==> config.mk <==
export PLATFORM = sky130hd
export DESIGN_NAME = mem_bus_arbiter
export DESIGN_NICKNAME = d
export VERILOG_FILES = /design/src/rtl/mem_bus_arbiter.sv
export SDC_FILE = /design/constraint.sdc
export NUM_CORES = 1
export LEC_CHECK = 0
export ABC_CLOCK_PERIOD_IN_PS = 2000
export BUFFER_PORTS_ARGS = -buffer_cell sky130_fd_sc_hd__buf_4
export CORE_MARGIN = 4
export CORE_UTILIZATION = 47
export DETAILED_ROUTE_END_ITERATION = 12
export PLACE_DENSITY = 0.84
export SETUP_SLACK_MARGIN = 0.02
export SLEW_MARGIN = 15
export SYNTH_ARGS = -nofsm -noshare
export SYNTH_HDL_FRONTEND = slang
export SYNTH_SLANG_ARGS = --single-unit
==> constraint.sdc <==
create_clock -name clk -period 2 [get_ports clk]
set_input_delay 0.3 -clock clk [delete_from_list [all_inputs] [get_ports clk]]
set_output_delay 0.3 -clock clk [all_outputs]
set_load 0.02 [all_outputs]
==> src/rtl/mem_bus_arbiter.sv <==
`timescale 1ns/1ps
// -----------------------------------------------------------------------------
// mem_bus_arbiter
//
// Shares the single data-memory port between the CPU core and the FPGA I/O
// front end. Each master runs a req/ack handshake. The arbiter grants one
// master at a time, forwards the latched request to memory, and returns the
// memory response, or ERR_DATA if the watchdog aborts the transfer, with a
// one-cycle ack.
//
// Priority follows cpu_enable (1: CPU first, 0: I/O first). A starvation
// guard forces the repeatedly losing master to win once it has lost
// STARVE_LIMIT consecutive contended grants.
//
// Ports
//   clk, rst                 clock, synchronous active-high reset
//   cpu_enable               priority select, sampled only when idle
//   cpu_req/we/addr/wdata    CPU request side
//   cpu_rdata, cpu_ack       CPU response side (ack is a 1-cycle pulse)
//   io_req/we/addr/wdata     I/O request side
//   io_rdata, io_ack         I/O response side (ack is a 1-cycle pulse)
//   mem_req/we/addr/wdata    memory request, held until mem_ack or abort
//   mem_rdata, mem_ack       memory response
//   timeout_err              1-cycle pulse alongside the ack of an aborted transfer
//   owner                    current/last grant: 0 = CPU, 1 = I/O
// -----------------------------------------------------------------------------
module mem_bus_arbiter #(
    parameter int                ADDR_W       = 32,
    parameter int                DATA_W       = 32,
    parameter int                STARVE_LIMIT = 4,
    parameter int                TIMEOUT      = 16,
    parameter logic [DATA_W-1:0] ERR_DATA     = DATA_W'(32'hBAD0_BAD0)
) (
    input  logic              clk,
    input  logic              rst,
    input  logic              cpu_enable,
    input  logic              cpu_req,
    input  logic              cpu_we,
    input  logic [ADDR_W-1:0] cpu_addr,
    input  logic [DATA_W-1:0] cpu_wdata,
    output logic [DATA_W-1:0] cpu_rdata,
    output logic              cpu_ack,
    input  logic              io_req,
    input  logic              io_we,
    input  logic [ADDR_W-1:0] io_addr,
    input  logic [DATA_W-1:0] io_wdata,
    output logic [DATA_W-1:0] io_rdata,
    output logic              io_ack,
    output logic              mem_req,
    output logic              mem_we,
    output logic [ADDR_W-1:0] mem_addr,
    output logic [DATA_W-1:0] mem_wdata,
    input  logic [DATA_W-1:0] mem_rdata,
    input  logic              mem_ack,
    output logic              timeout_err,
    output logic              owner
);

    localparam int SW = $clog2(STARVE_LIMIT + 1);
    localparam int WW = $clog2(TIMEOUT + 1);
    localparam logic [SW-1:0] STARVE_MAX = SW'(STARVE_LIMIT);
    localparam logic [WW-1:0] WDOG_LAST  = WW'(TIMEOUT - 1);

    typedef enum logic [1:0] {
        IDLE = 2'd0,
        XFER = 2'd1,
        DONE = 2'd2
    } state_t;

    state_t            state_reg;
    logic [WW-1:0]     wdog_reg;
    logic              mem_req_reg;
    logic              mem_we_reg;
    logic [ADDR_W-1:0] mem_addr_reg;
    logic [DATA_W-1:0] mem_wdata_reg;
    logic              cpu_ack_reg;
    logic              io_ack_reg;
    logic [DATA_W-1:0] cpu_rdata_reg;
    logic [DATA_W-1:0] io_rdata_reg;
    logic              timeout_err_reg;
    logic              owner_reg;

    // Master-indexed views of the request side: index 0 = CPU, 1 = I/O.
    logic [1:0]             req_vec;
    logic [1:0]             we_vec;
    logic [1:0][ADDR_W-1:0] addr_vec;
    logic [1:0][DATA_W-1:0] wdata_vec;
    logic [1:0]             at_limit;

    logic              arb_fire;
    logic              grant_sel;
    logic              xfer_end;
    logic [DATA_W-1:0] xfer_data;

    assign req_vec   = {io_req, cpu_req};
    assign we_vec    = {io_we, cpu_we};
    assign addr_vec  = {io_addr, cpu_addr};
    assign wdata_vec = {io_wdata, cpu_wdata};
    assign arb_fire  = (state_reg == IDLE) && (|req_vec);

    // Per-master consecutive-loss counters. Only a contended grant lets the
    // loser's count grow; any uncontended grant clears both.
    genvar gi;
    generate
        for (gi = 0; gi < 2; gi++) begin : g_starve
            logic [SW-1:0] cnt_reg;
            logic [SW-1:0] cnt_next;

            always_comb begin
                cnt_next = cnt_reg;
                if (arb_fire) begin
                    if (req_vec != 2'b11 || grant_sel == 1'(gi))
                        cnt_next = '0;
                    else if (cnt_reg != STARVE_MAX)
                        cnt_next = cnt_reg + 1'b1;
                end
            end

            always_ff @(posedge clk) begin
                if (rst)
                    cnt_reg <= '0;
                else
                    cnt_reg <= cnt_next;
            end

            assign at_limit[gi] = (cnt_reg == STARVE_MAX);
        end
    endgenerate

    // Winner select. Only the loser of the previous contended grant can hold
    // a nonzero count, so both limits are never reached together.
    always_comb begin
        grant_sel = 1'b0;
        case (req_vec)
            2'b10: grant_sel = 1'b1;
            2'b11: begin
                if (at_limit[1])
                    grant_sel = 1'b1;
                else if (at_limit[0])
                    grant_sel = 1'b0;
                else
                    grant_sel = ~cpu_enable;
            end
            default: grant_sel = 1'b0;
        endcase
    end

    // A mem_ack in the final watchdog cycle wins over the abort.
    assign xfer_end  = mem_ack || (wdog_reg == WDOG_LAST);
    assign xfer_data = mem_ack ? mem_rdata : ERR_DATA;

    always_ff @(posedge clk) begin
        if (rst) begin
            state_reg       <= IDLE;
            wdog_reg        <= '0;
            mem_req_reg     <= 1'b0;
            mem_we_reg      <= 1'b0;
            mem_addr_reg    <= '0;
            mem_wdata_reg   <= '0;
            cpu_ack_reg     <= 1'b0;
            io_ack_reg      <= 1'b0;
            cpu_rdata_reg   <= '0;
            io_rdata_reg    <= '0;
            timeout_err_reg <= 1'b0;
            owner_reg       <= 1'b0;
        end else begin
            cpu_ack_reg     <= 1'b0;
            io_ack_reg      <= 1'b0;
            timeout_err_reg <= 1'b0;
            case (state_reg)
                IDLE: begin
                    if (arb_fire) begin
                        state_reg     <= XFER;
                        wdog_reg      <= '0;
                        mem_req_reg   <= 1'b1;
                        mem_we_reg    <= we_vec[grant_sel];
                        mem_addr_reg  <= addr_vec[grant_sel];
                        mem_wdata_reg <= wdata_vec[grant_sel];
                        owner_reg     <= grant_sel;
                    end
                end
                XFER: begin
                    if (xfer_end) begin
                        state_reg       <= DONE;
                        mem_req_reg     <= 1'b0;
                        timeout_err_reg <= ~mem_ack;
                        if (owner_reg) begin
                            io_ack_reg   <= 1'b1;
                            io_rdata_reg <= xfer_data;
                        end else begin
                            cpu_ack_reg   <= 1'b1;
                            cpu_rdata_reg <= xfer_data;
                        end
                    end else begin
                        wdog_reg <= wdog_reg + 1'b1;
                    end
                end
                DONE: begin
                    state_reg <= IDLE;
                end
                default: begin
                    state_reg <= IDLE;
                end
            endcase
        end
    end

    assign mem_req     = mem_req_reg;
    assign mem_we      = mem_we_reg;
    assign mem_addr    = mem_addr_reg;
    assign mem_wdata   = mem_wdata_reg;
    assign cpu_ack     = cpu_ack_reg;
    assign io_ack      = io_ack_reg;
    assign cpu_rdata   = cpu_rdata_reg;
    assign io_rdata    = io_rdata_reg;
    assign timeout_err = timeout_err_reg;
    assign owner       = owner_reg;

endmodule

; Word level (Yosys, flattened, before mapping)
; Cells that the tools add are included.
[classes]
addsub = 3
magnitude_cmp = 1
eq_ne = 12
mux = 25
n_bitwise = 6
reduce_logical = 18
[op_table]
columns = op, count
row1 = 32-bit 2-to-1 mux, 5
row2 = 3-bit 2-to-1 mux, 4
row3 = 3-bit AND reduction, 4
row4 = 5-bit 2-to-1 mux, 2
row5 = 5-bit case mux with 2 select lines, 1
row6 = 1-bit 2-to-1 mux, 8
row7 = 2-bit != test (second input constant), 4
row8 = 2-bit AND reduction, 4
row9 = 3-bit by 1-bit adder with 3-bit output (second input constant), 2
row10 = 3-bit equality test (second input constant), 2
row11 = 3-bit != test (second input constant), 2
row12 = 1-bit inverter, 6
row13 = 2-bit nonzero test, 3
row14 = 5-bit by 1-bit adder with 5-bit output (second input constant), 1
row15 = 5-bit by 4-bit equality test with 1-bit output (second input constant), 1
row16 = 2-bit equality test (second input constant), 2
row17 = 2-bit 2-to-1 mux, 2
row18 = 1-bit case mux with 2 select lines, 2
row19 = 2-bit case mux with 2 select lines, 1
row20 = 1-bit logical OR, 3
row21 = 3-bit OR reduction, 1
row22 = 2-bit by 1-bit equality test with 1-bit output (second input constant), 1
row23 = 2-bit zero test, 1
row24 = 1-bit by 2-bit < comparator with 1-bit output (second input constant), 1
row25 = 2 further kinds, 2
[word_totals]
regBits = 147
input_bits = 168
out_inout_bits = 134
elab_cells = 79

; Longest topological paths before layout
; Gate-level depths: netlist of the first run.
[depth]
word_depth = 8
ltp_mapped = 9
depth_no_buf = 7

; Worst setup path after synthesis of the first run
; Ideal clock, no wire load.
[synth_path]
path_kind = register -> register
from = reg wdog_reg[0]
to = reg cpu_rdata_reg[24], in the netlist cpu_rdata[24]
setup_ns = 0.071
t_arrival_ns = 1.756
slack_ns = 0.173
stages_incl_launch_ff = 10
path_buffers = 2
period_less_slack_ns = 1.827
path_cell_list = dfxtp_1 ha_1 and3_1 ha_1 nor2_1 or3_1 buf_2 buf_2 nand2_1 a21oi_1
[synth_between]
elab_chain_len = 3
[synth_rtl]
columns = element, line
row1 = "start, declared", 71  ; logic [WW-1:0] wdog_reg;
row2 = "start signal, assigned", 195  ; wdog_reg <= wdog_reg + 1'b1;
row3 = 5-bit by 4-bit equality test with 1-bit output, 149  ; assign xfer_end = mem_ack || (wdog_reg == WDOG_LAST);
row4 = 1-bit logical OR, 149
row5 = 3-bit AND reduction (no source line), -
row6 = "end signal, assigned", 192  ; cpu_rdata_reg <= xfer_data;
row7 = "end, declared", 78  ; logic [DATA_W-1:0] cpu_rdata_reg;
; Every way passes these cells.
; A chain may end at the register's enable or synchronous reset.

; Final worst setup path of the first run
[layout_path]
from = reg wdog_reg[0]
to = reg cpu_rdata_reg[15], in the netlist cpu_rdata[15]
; The elaborated chain is that of the path after synthesis.

==> impl_metrics.json, run 1 <==
{
  "whs_ns": 0.154,
  "synth_fp_nets": 761,
  "grt_usage_pct": 22.3,
  "grt_pass1_wl_um": 26600,
  "regToRegSetupSlack_ns": 0.10,
  "slew_violations": 0,
  "worstPathRequired_ns": 2.32,
  "synthFlopType": "dfxtp_1",
  "synth_top_area_cell": "dfxtp_1",
  "ys_ff_latch": 147,
  "clockBufferDepth": 2,
  "dieArea_sq_mm": 0.0154,
  "postSynth.asyncResetShare_pct": 0,
  "critPathLaunch": "wdog_reg[0]",
  "crit_fanout": 16,
  "crit_path_start_kind": "register",
  "min_period_ns": 1.90,
  "crit_path_end": "cpu_rdata[15]",
  "avgRoutedWirePerCell_um": 17.2,
  "final_area_sq_mm": 0.00949,
  "setup.worst_path.class": "register to register",
  "grt_start_max_net_pins": 72,
  "route.met2.wl_um": 9410,
  "first_global_vias": 5145,
  "synth_cell_types": 45,
  "fmax_mhz": 527,
  "synth.area.top_cells": "dfxtp_1 (47%), o2bb2ai_2 (12%), mux2i_1 (10%), a211oi_1 (3.8%), a21oi_1 (3.1%)",
  "cts.clk_slew.worst_paths_ns": 0.06,
  "antenna_found_initial": 0,
  "portBuffers": 301,
  "fp.coreArea_sq_mm": 0.0132,
  "htreeDepth": 4,
  "hold_path.class": "input pin to register",
  "cts_hold_buf": 0,
  "routed_wl_um": 18700,
  "ios": 302,
  "max_cap_violations": 0,
  "dr_total_vias": 5612,
  "ir_worst_vdd_uv": 521,
  "cts-root-buf": "clkbuf_16",
  "status": "finished clean",
  "rows": 42,
  "worst_pin_slew_ns": 0.733,
  "drive_gt1_share_pct": 49.0,
  "critPathCaptureType": "register",
  "finalHoldViolations": 0,
  "die_w_um": 124,
  "synthCells": 587,
  "ys_seq_area_share_pct": 46.6,
  "met3WireLength_um": 2080,
  "r2r-start": "wdog_reg[0]",
  "gp_congestion": 0.823,
  "finalCritPeriodShare_pct": 94.8,
  "r2r_cells": 9,
  "die_h_um": 124,
  "dpl.hpwl_um": 13500,
  "diodes": 0,
  "syn2layout_area_growth_pct": 50.3,
  "grt-ovfl-total": 0,
  "yosys_warnings": 0,
  "drc": 0,
  "p_per_area_mw_per_mm2": 826,
  "initial_core_util_pct": 47.9,
  "leakage_nw": 4.24,
  "wl_met1_um": 6770,
  "cts-buffers-inserted": 17,
  "yosysMostFrequentCell": "dfxtp_1",
  "drt-initial-drc-count": 264,
  "postPlaceCellArea_sq_mm": 0.00878,
  "worstReg2RegEnd": "cpu_rdata[15]",
  "cts_tree": "done",
  "fin_util_pct": 72.0,
  "clk_latency_ns": 0.41,
  "dr.pass1.iters": 5,
  "routed_via_density": 5.17,
  "top_layer_used": "met4",
  "final_nets": 1071,
  "slew-limit-headroom_pct": 51.2,
  "fin_skew_ns": 0.0100,
  "clkSinkCount": 147,
  "synth_edf_count": 0,
  "synth_top_area_share_pct": 46.6,
  "finalSetupViolations": 0,
  "arrival_ns": 2.22,
  "fin_tns_setup_ns": 0,
  "synth_commonest_cells": "dfxtp_1 (147), mux2i_1 (66), o2bb2ai_2 (50)",
  "syn_avg_cell_area_sq_um": 10.8,
  "synth_area_sq_mm": 0.00632,
  "p_total_mw": 7.84,
  "antenna_left": 0
}
how the worst min path moves through the flow:
| stage | from | endpoint | slack, ns | cells after the start |
|---|---|---|---|---|
| final | io_wdata[7] | mem_wdata[7] | 0.15 | 3 |
| after global routing | io_addr[19] | mem_addr[19] | 0.16 | 3 |
| after CTS | io_wdata[7] | mem_wdata[7] | 0.14 | 3 |
| after detailed placement | io_rdata[16] | io_rdata[16] | 0.45 | 2 |
| after global placement | io_rdata[16] | io_rdata[16] | 0.44 | 2 |
| after floorplan | g_starve[0].cnt_reg[1] | g_starve[0].cnt_reg[1] | 0.45 | 2 |
power by group:
| part | total [mW] | internal [mW] | switching (mW) |
|---|---|---|---|
| registers | 3.24 | 3.11 | 0.122 |
| logic | 1.55 | 0.762 | 0.791 |
| clock network | 3.05 | 1.79 | 1.26 |
| total | 7.84 | 5.67 | 2.17 |
final cells by class:
class	instances	area (sq um)
Sequential cell	147	2950
Fill cell	973	3700
Timing Repair Buffer	341	2690
Tap cell	176	220
Multi-Input combinational cell	381	3030
Clock buffer	19	453
Inverter	9	33.8
Clock inverter	13	124
metal layers:
layer / track usage (%) / vias to the layer above
met3: 8.31 / 29
li1: - / 2737
met5: 0 / -
met2: 37.5 / 243
met4: 8.56 / 0
met1: 25.9 / 2603
critical path: stages (launching register included):
cell      delay [ns]
dfxtp_2         0.35
ha_2            0.18
and3_4          0.19
ha_4            0.15
nor2_1          0.04
buf_4           0.15
nor3_4          0.19
buf_4           0.26
nor2_1          0.07
a211oi_1        0.22
kinds of logic (layout without fill, tap and decap cells):
kind of cell	Yosys count	after routing	share of synthesized area (%)
AO/OA/AOI/OAI	147	147	22.2
buffers and inverters	59	382	6.65
AND/OR/NAND/NOR	159	159	12.5
adder cells (fa/ha/maj)	6	6	1.19
XOR/XNOR	2	2	0.277
flip-flops	147	147	46.6
multiplexers	67	67	10.6
layout by cell type (no fill, tap or decap), drive strengths merged, types with 5 or more instances in the layout:
cell     instances
a211oi          32
a21oi           40
buf            340
clkbuf          20
clkinv           5
dfxtp          147
ha               6
inv             13
mux2i           66
nand2           42
nand3           37
nor2            45
nor2b           17
o2bb2ai         65
metrics by stage:
| stage | setup WS [ns] | instances |
|---|---|---|
| after floorplan | 0.173 | 587 |
| after global placement | 0.105 | 1045 |
| after detailed placement | -0.0193 | 1045 |
| after CTS | 0.0254 | 1077 |
| after global routing | -0.00464 | 1086 |
| final | 0.103 | 1086 |
repair_timing:
item / 4_1_cts / 5_1_grt
hold endpoints to repair: 0 / 0
setup buffers: 0 / 9
resized for setup: 2 / 11
setup endpoints to repair: 18 / 83
pin swaps: 0 / 1
gates cloned: 0 / 1
Note: power is estimated with default switching activity, not from simulation.
==> inputs of run 2 (changes only) <==
--- a/config.mk
+++ b/config.mk
@@ -5,12 +5,14 @@
 export SDC_FILE = /design/constraint.sdc
 export NUM_CORES = 1
 export LEC_CHECK = 0
+export ABC_AREA = 1
 export ABC_CLOCK_PERIOD_IN_PS = 2000
 export BUFFER_PORTS_ARGS = -buffer_cell sky130_fd_sc_hd__buf_4
 export CORE_MARGIN = 4
 export CORE_UTILIZATION = 47
 export DETAILED_ROUTE_END_ITERATION = 12
 export PLACE_DENSITY = 0.84
+export RECOVER_POWER = 50
 export SETUP_SLACK_MARGIN = 0.02
 export SLEW_MARGIN = 15
 export SYNTH_ARGS = -nofsm -noshare
==> run 2 against run 1 <==
  * Via count rose by 20%
  * Clock skew shrank 0.0025 ns
  * Largest cell class unchanged
  * Cell count increased by 21%
  * Register-to-register slack better by 0.15 ns
  * Maximum frequency rose by 8.4%
  * Critical path type unchanged
==> impl_metrics.json, run 2 <==
{
  "avgRoutedWirePerCell_um": 16.0,
  "ir_worst_vdd_uv": 723,
  "dr_total_vias": 6720,
  "synth_commonest_cells": "nand2_1 (184), dfxtp_1 (147), a21oi_1 (102)",
  "slew_violations": 0,
  "finalCritPeriodShare_pct": 87.5,
  "synthFlopType": "dfxtp_1",
  "dr.pass1.iters": 5,
  "portBuffers": 301,
  "regToRegSetupSlack_ns": 0.25,
  "first_global_vias": 6333,
  "finalHoldViolations": 0,
  "synth_cell_types": 30,
  "synth_area_sq_mm": 0.00647,
  "antenna_found_initial": 1,
  "setup.worst_path.class": "register to register",
  "initial_core_util_pct": 48.5,
  "synth_top_area_cell": "dfxtp_1",
  "clk_latency_ns": 0.42,
  "synth_edf_count": 0,
  "swShare_pct": 27.6,
  "yosys_warnings": 0,
  "arrival_ns": 2.09,
  "whs_ns": 0.128,
  "min_period_ns": 1.75,
  "syn2layout_area_growth_pct": 37.7,
  "fin_skew_ns": 0.00752,
  "die_h_um": 125,
  "synthCells": 849,
  "multi_input_area_sq_mm": 0.00296,
  "synth_top_area_share_pct": 45.5,
  "status": "finished clean",
  "clkSinkCount": 147,
  "comb_power_share_pct": 17.5,
  "cts-buffers-inserted": 17,
  "power.switching_mw": 2.22,
  "drive_gt1_share_pct": 20.9,
  "ff_latch_area_sq_mm": 0.00294,
  "dpl.hpwl_um": 14600,
  "drt-initial-drc-count": 461,
  "ys_seq_area_share_pct": 45.5,
  "htreeDepth": 4,
  "p_total_mw": 8.04,
  "ios": 302,
  "rows": 42,
  "r2r-start": "wdog_reg[0]",
  "rsz0062_at_grt": "no",
  "grt_usage_pct": 25.7,
  "grt-ovfl-total": 0,
  "intPower_mw": 5.82,
  "hold_path.class": "input pin to register",
  "final_nets": 1295,
  "fin_tns_setup_ns": 0,
  "yosysMostFrequentCell": "nand2_1",
  "routed_wl_um": 20900,
  "pwr-share-seq_pct": 40.6,
  "p_per_area_mw_per_mm2": 902,
  "gp_congestion": 0.887,
  "fp.coreArea_sq_mm": 0.0133,
  "grt_start_max_net_pins": 120,
  "critPathCaptureType": "register",
  "synth.area.top_cells": "dfxtp_1 (45%), nand2_1 (11%), a21oi_1 (7.9%), nand3b_1 (7.4%), o21ai_0 (7.2%)",
  "ys_ff_latch": 147,
  "cts.clk_slew.worst_paths_ns": 0.06,
  "worstReg2RegEnd": "cpu_rdata[14]",
  "final_cells": 1311,
  "drc": 0,
  "worst_pin_slew_ns": 0.501,
  "slew-limit-headroom_pct": 66.6,
  "final_common_cell": "nand2_1",
  "placed_cells": 1273,
  "worstPathRequired_ns": 2.34,
  "power_frac_clock_pct": 41.9,
  "crit_fanout": 36,
  "r2r_cells": 9,
  "crit_path_start_kind": "register",
  "die_w_um": 125,
  "cts-root-buf": "clkbuf_16",
  "fmax_mhz": 572,
  "fillCellCount": 1196,
  "leakage_nw": 3.79,
  "syn_avg_cell_area_sq_um": 7.62,
  "min_to": "mem_addr[13]",
  "whs_path_depth": 3,
  "layout_common_cells": "nand2_1 (184), buf_4 (176), dfxtp_1 (147)",
  "clockBufferDepth": 2,
  "synth_fp_nets": 1023,
  "postSynth.asyncResetShare_pct": 0,
  "finalSetupViolations": 0,
  "max_cap_violations": 0,
  "antenna_left": 0,
  "grt_pass1_wl_um": 32900,
  "hp-start": "cpu_addr[13]",
  "cts_tree": "done",
  "routed_via_density": 5.13,
  "dieArea_sq_mm": 0.0157
}
-- run 2: cell count changes in the layout (fill, tap and decap cells not counted), sizes merged, moves of 32 or more --
cell     before  now
o2bb2ai      65    0
mux2i        66    0
buf         340  185
nand3b        2   64
nand2        42  186
a21oi        40  102
nor2         45   81
clkbuf       20  154
o21ai         3  132
a211oi       32    0
-- run 2: cell type report --
type / count / share of cell area (%)
Sequential cell: 147 / 33.0
Inverter: 41 / 1.75
Tap cell: 176 / 2.47
Antenna cell: 1 / 0.0281
Multi-Input combinational cell: 595 / 33.2
Clock inverter: 12 / 2.01
Clock buffer: 20 / 5.01
Timing Repair Buffer: 319 / 22.5
-- run 2: stage by stage --
stage / utilization (%) / setup WS [ns] / area [sq um]
final: 66.8 / 0.251 / 8910
after detailed placement: 65.6 / 0.228 / 8750
after global placement: 65.6 / 0.309 / 8750
after CTS: 70.3 / 0.168 / 9380
after global routing: 66.8 / 0.0251 / 8910
after floorplan: - / 0.372 / 6470
-- run 2: worst max-delay path: stages (launching register included) --
cell,delay [ns]
dfxtp_1,0.34
ha_1,0.18
inv_1,0.06
nor3_1,0.15
ha_2,0.24
o21ai_4,0.09
nor2_4,0.17
buf_12,0.20
o21ai_0,0.09
a21oi_1,0.13
-- run 2: kinds of logic (layout without fill, tap and decap cells) --
group	Yosys count	after routing	share of synthesized area, %
and+or+nand+nor	348	349	25.1
xor gates and xnor gates	3	3	0.406
buffers and inverters	108	392	8.99
AOI/OAI and AO/OA	237	237	18.8
DFF	147	147	45.5
other	0	1	0
adders and majority gates	6	6	1.16
-- run 2: layer usage --
metal / up-vias / routed length (um) / global-route usage [%]
met5: - / 0 / 0
met3: 32 / 2150 / 10.3
met1: 3041 / 8090 / 30.8
met2: 302 / 10200 / 42.1
li1: 3345 / - / -
met4: 0 / 466 / 8.67
-- run 2: timing repair --
| item | 4_1_cts | 5_1_grt |
|---|---|---|
| endpoints found under the setup margin | 0 | 3 |
| hold buffers | 0 | 0 |
| resized for setup | 0 | 1 |
| buffers inserted | 0 | 4 |
-- run 2: how the worst max path moves through the flow --
stage	from	endpoint	slack [ns]
after global routing	wdog_reg[1]	cpu_rdata[1]	0.03
after floorplan	wdog_reg[0]	cpu_rdata[25]	0.37
final	wdog_reg[0]	cpu_rdata[14]	0.25
after detailed placement	wdog_reg[1]	cpu_rdata[17]	0.23
after CTS	g_starve[1].cnt_reg[0]	mem_wdata[23]	0.17
after global placement	g_starve[1].cnt_reg[0]	mem_wdata[2]	0.31
-- run 2: power by group through the flow --
| stage | registers (mW) | logic [mW] | clock network [mW] |
|---|---|---|---|
| floorplan | 3.57 | 0.595 | 0 |
| global placement | 3.32 | 1.54 | 0 |
| detailed placement | 3.33 | 1.56 | 0 |
| CTS | 3.27 | 1.57 | 3.42 |
| global route | 3.29 | 1.53 | 3.57 |
| finish | 3.27 | 1.41 | 3.37 |
==> inputs of run 3 (changes only) <==
--- a/config.mk
+++ b/config.mk
@@ -5,7 +5,7 @@
 export SDC_FILE = /design/constraint.sdc
 export NUM_CORES = 1
 export LEC_CHECK = 0
-export ABC_AREA = 1
+export ABC_AREA = 0
 export ABC_CLOCK_PERIOD_IN_PS = 2000
 export BUFFER_PORTS_ARGS = -buffer_cell sky130_fd_sc_hd__buf_4
 export CORE_MARGIN = 4
@@ -13,6 +13,7 @@
 export DETAILED_ROUTE_END_ITERATION = 12
 export PLACE_DENSITY = 0.84
 export RECOVER_POWER = 50
+export REMOVE_ABC_BUFFERS = 1
 export SETUP_SLACK_MARGIN = 0.02
 export SLEW_MARGIN = 15
 export SYNTH_ARGS = -nofsm -noshare
==> run 3 against run 2 <==
  * Maximum frequency shrank 9.3%
  * Worst hold slack gained 0.019 ns
  * Setup slack worse by 0.18 ns
  * Routed wire length down 6.8%
  * First-iteration DRC count shrank 49%
  * Combinational power hardly changed
  * Utilization grew 1.0 points
  * Sequential power shrank 1%
  * Power down 2.9%
  * Count of clock-buffer cells in the layout did not move
  * Clock skew decreased by 0.0012 ns
==> impl_metrics.json, run 3 (same netlist as run 1, synthesis figures left out) <==
{
  "die_w_um": 124,
  "routed_via_density": 5.19,
  "crit_path_start_kind": "register",
  "arrival_ns": 2.22,
  "grt-ovfl-total": 0,
  "finalHoldViolations": 0,
  "hold_path.class": "input pin to register",
  "setup.worst_path.class": "register to register",
  "htreeDepth": 4,
  "crit_slowest_cell": "dfxtp_1",
  "rsz0062_at_grt": "yes",
  "finalWorstSetupSlack_ns": 0.0708,
  "cts-root-buf": "clkbuf_16",
  "antenna_found_initial": 1,
  "gp_congestion": 0.861,
  "critPathCaptureType": "register",
  "final_area_sq_mm": 0.00894,
  "drive_gt1_share_pct": 32.7,
  "drc": 0,
  "rows": 42,
  "first_global_vias": 5361,
  "cts-buffers-inserted": 17,
  "syn2layout_area_growth_pct": 41.6,
  "fin_skew_ns": 0.00633,
  "initial_core_util_pct": 47.9,
  "fin_tns_setup_ns": 0,
  "final_common_cell": "buf_4",
  "antenna_left": 0,
  "post-place-ws_ns": 0.0181,
  "p_per_area_mw_per_mm2": 873,
  "ios": 302,
  "ir_worst_vdd_uv": 646,
  "placed_cells": 1040,
  "portBuffers": 301,
  "cts.clk_slew.worst_paths_ns": 0.06,
  "grt_pass1_wl_um": 27800,
  "finalSetupViolations": 0,
  "cts_hold_buf": 0,
  "max_cap_violations": 0,
  "crit_chain": "inv_1 -> ha_1 -> a21bo_2 -> o21ai_4 -> buf_12 -> buf_12 -> mux2i_2 -> o2bb2ai_1",
  "clk_latency_ns": 0.41,
  "min_period_ns": 1.93,
  "dr.pass1.iters": 4,
  "leakage_nw": 3.68,
  "clockBufferDepth": 2,
  "final_cells": 1079,
  "grt_start_max_net_pins": 76,
  "worst_pin_slew_ns": 0.774,
  "final_nets": 1065,
  "cp_top_family": "compound AO/OA/AOI/OAI gates",
  "cpMostUsedCell": "buf_12",
  "grt_usage_pct": 23.6,
  "slew_violations": 0,
  "clkSinkCount": 147,
  "drt-initial-drc-count": 237,
  "postPlaceCellArea_sq_mm": 0.00873,
  "status": "finished clean",
  "cp.buffers_inverters": 3,
  "routed_wl_um": 19500,
  "fmax_mhz": 518,
  "crit_fanout": 16,
  "dieArea_sq_mm": 0.0154,
  "max_stage_delay_ns": 0.35,
  "avgRoutedWirePerCell_um": 18.1,
  "whs_ns": 0.148,
  "dpl.hpwl_um": 14600,
  "die_h_um": 124,
  "finalCritPeriodShare_pct": 96.5,
  "fp.coreArea_sq_mm": 0.0132,
  "worstPathRequired_ns": 2.29,
  "layout_common_cells": "buf_4 (190), dfxtp_1 (147), clkbuf_1 (135)",
  "slew-limit-headroom_pct": 48.4,
  "dr_total_vias": 5601,
  "cts_tree": "done"
}
run 3: cell count changes in the layout (fill, tap and decap cells not counted), sizes merged, moves of 36 or more:
cell / delta
o2bb2ai: +65
nand2: -144
a21oi: -62
mux2i: +66
nor2: -36
nand3b: -62
o21ai: -129
run 3: area by class of cell:
type,instances,area [sq um]
Clock buffer,20,457
Timing Repair Buffer,335,2160
Sequential cell,147,2940
Inverter,9,33.8
Tap cell,176,220
Clock inverter,10,134
Fill cell,1078,4250
Antenna cell,1,2.50
Multi-Input combinational cell,381,3000
run 3: path summary, 6_finish.rpt:
check,cells past startpoint,from,slack (ns),endpoint
max,8,g_starve[1].cnt_reg[0],0.07,mem_wdata[12]
min,2,rst,0.15,g_starve[0].cnt_reg[1]
max reg2reg,8,g_starve[1].cnt_reg[0],0.07,mem_wdata[12]
min reg2reg,2,io_rdata[8],0.45,io_rdata[8]
run 3: stage by stage:
step                utilization (%)  total power [mW]
detailed placement             66.2              4.82
floorplan                         -              4.01
finish                         67.8              7.81
global placement               66.2              4.79
global route                   67.8              8.11
CTS                            70.7              7.99
run 3: layer usage:
layer / vias up / track usage [%] / part of all wire, %
met2: 246 / 38.5 / 49
met3: 36 / 10.8 / 12
met5: - / 0 / 0
li1: 2726 / - / -
met1: 2593 / 25.9 / 36
met4: 0 / 11.8 / 2.7
run 3: repair_timing:
item / 4_1_cts / 5_1_grt
pin swaps: 0 / 2
resized for setup: 1 / 4
setup endpoints to repair: 7 / 39
buffers inserted: 0 / 6
endpoints found under the hold margin: 0 / 0
cloned: 0 / 2
run 3: where the power goes:
part	switching (mW)	total [mW]	internal [mW]
Combinational	0.794	1.40	0.602
Sequential	0.120	3.23	3.11
Clock	1.17	3.18	2.01
Total	2.09	7.81	5.72
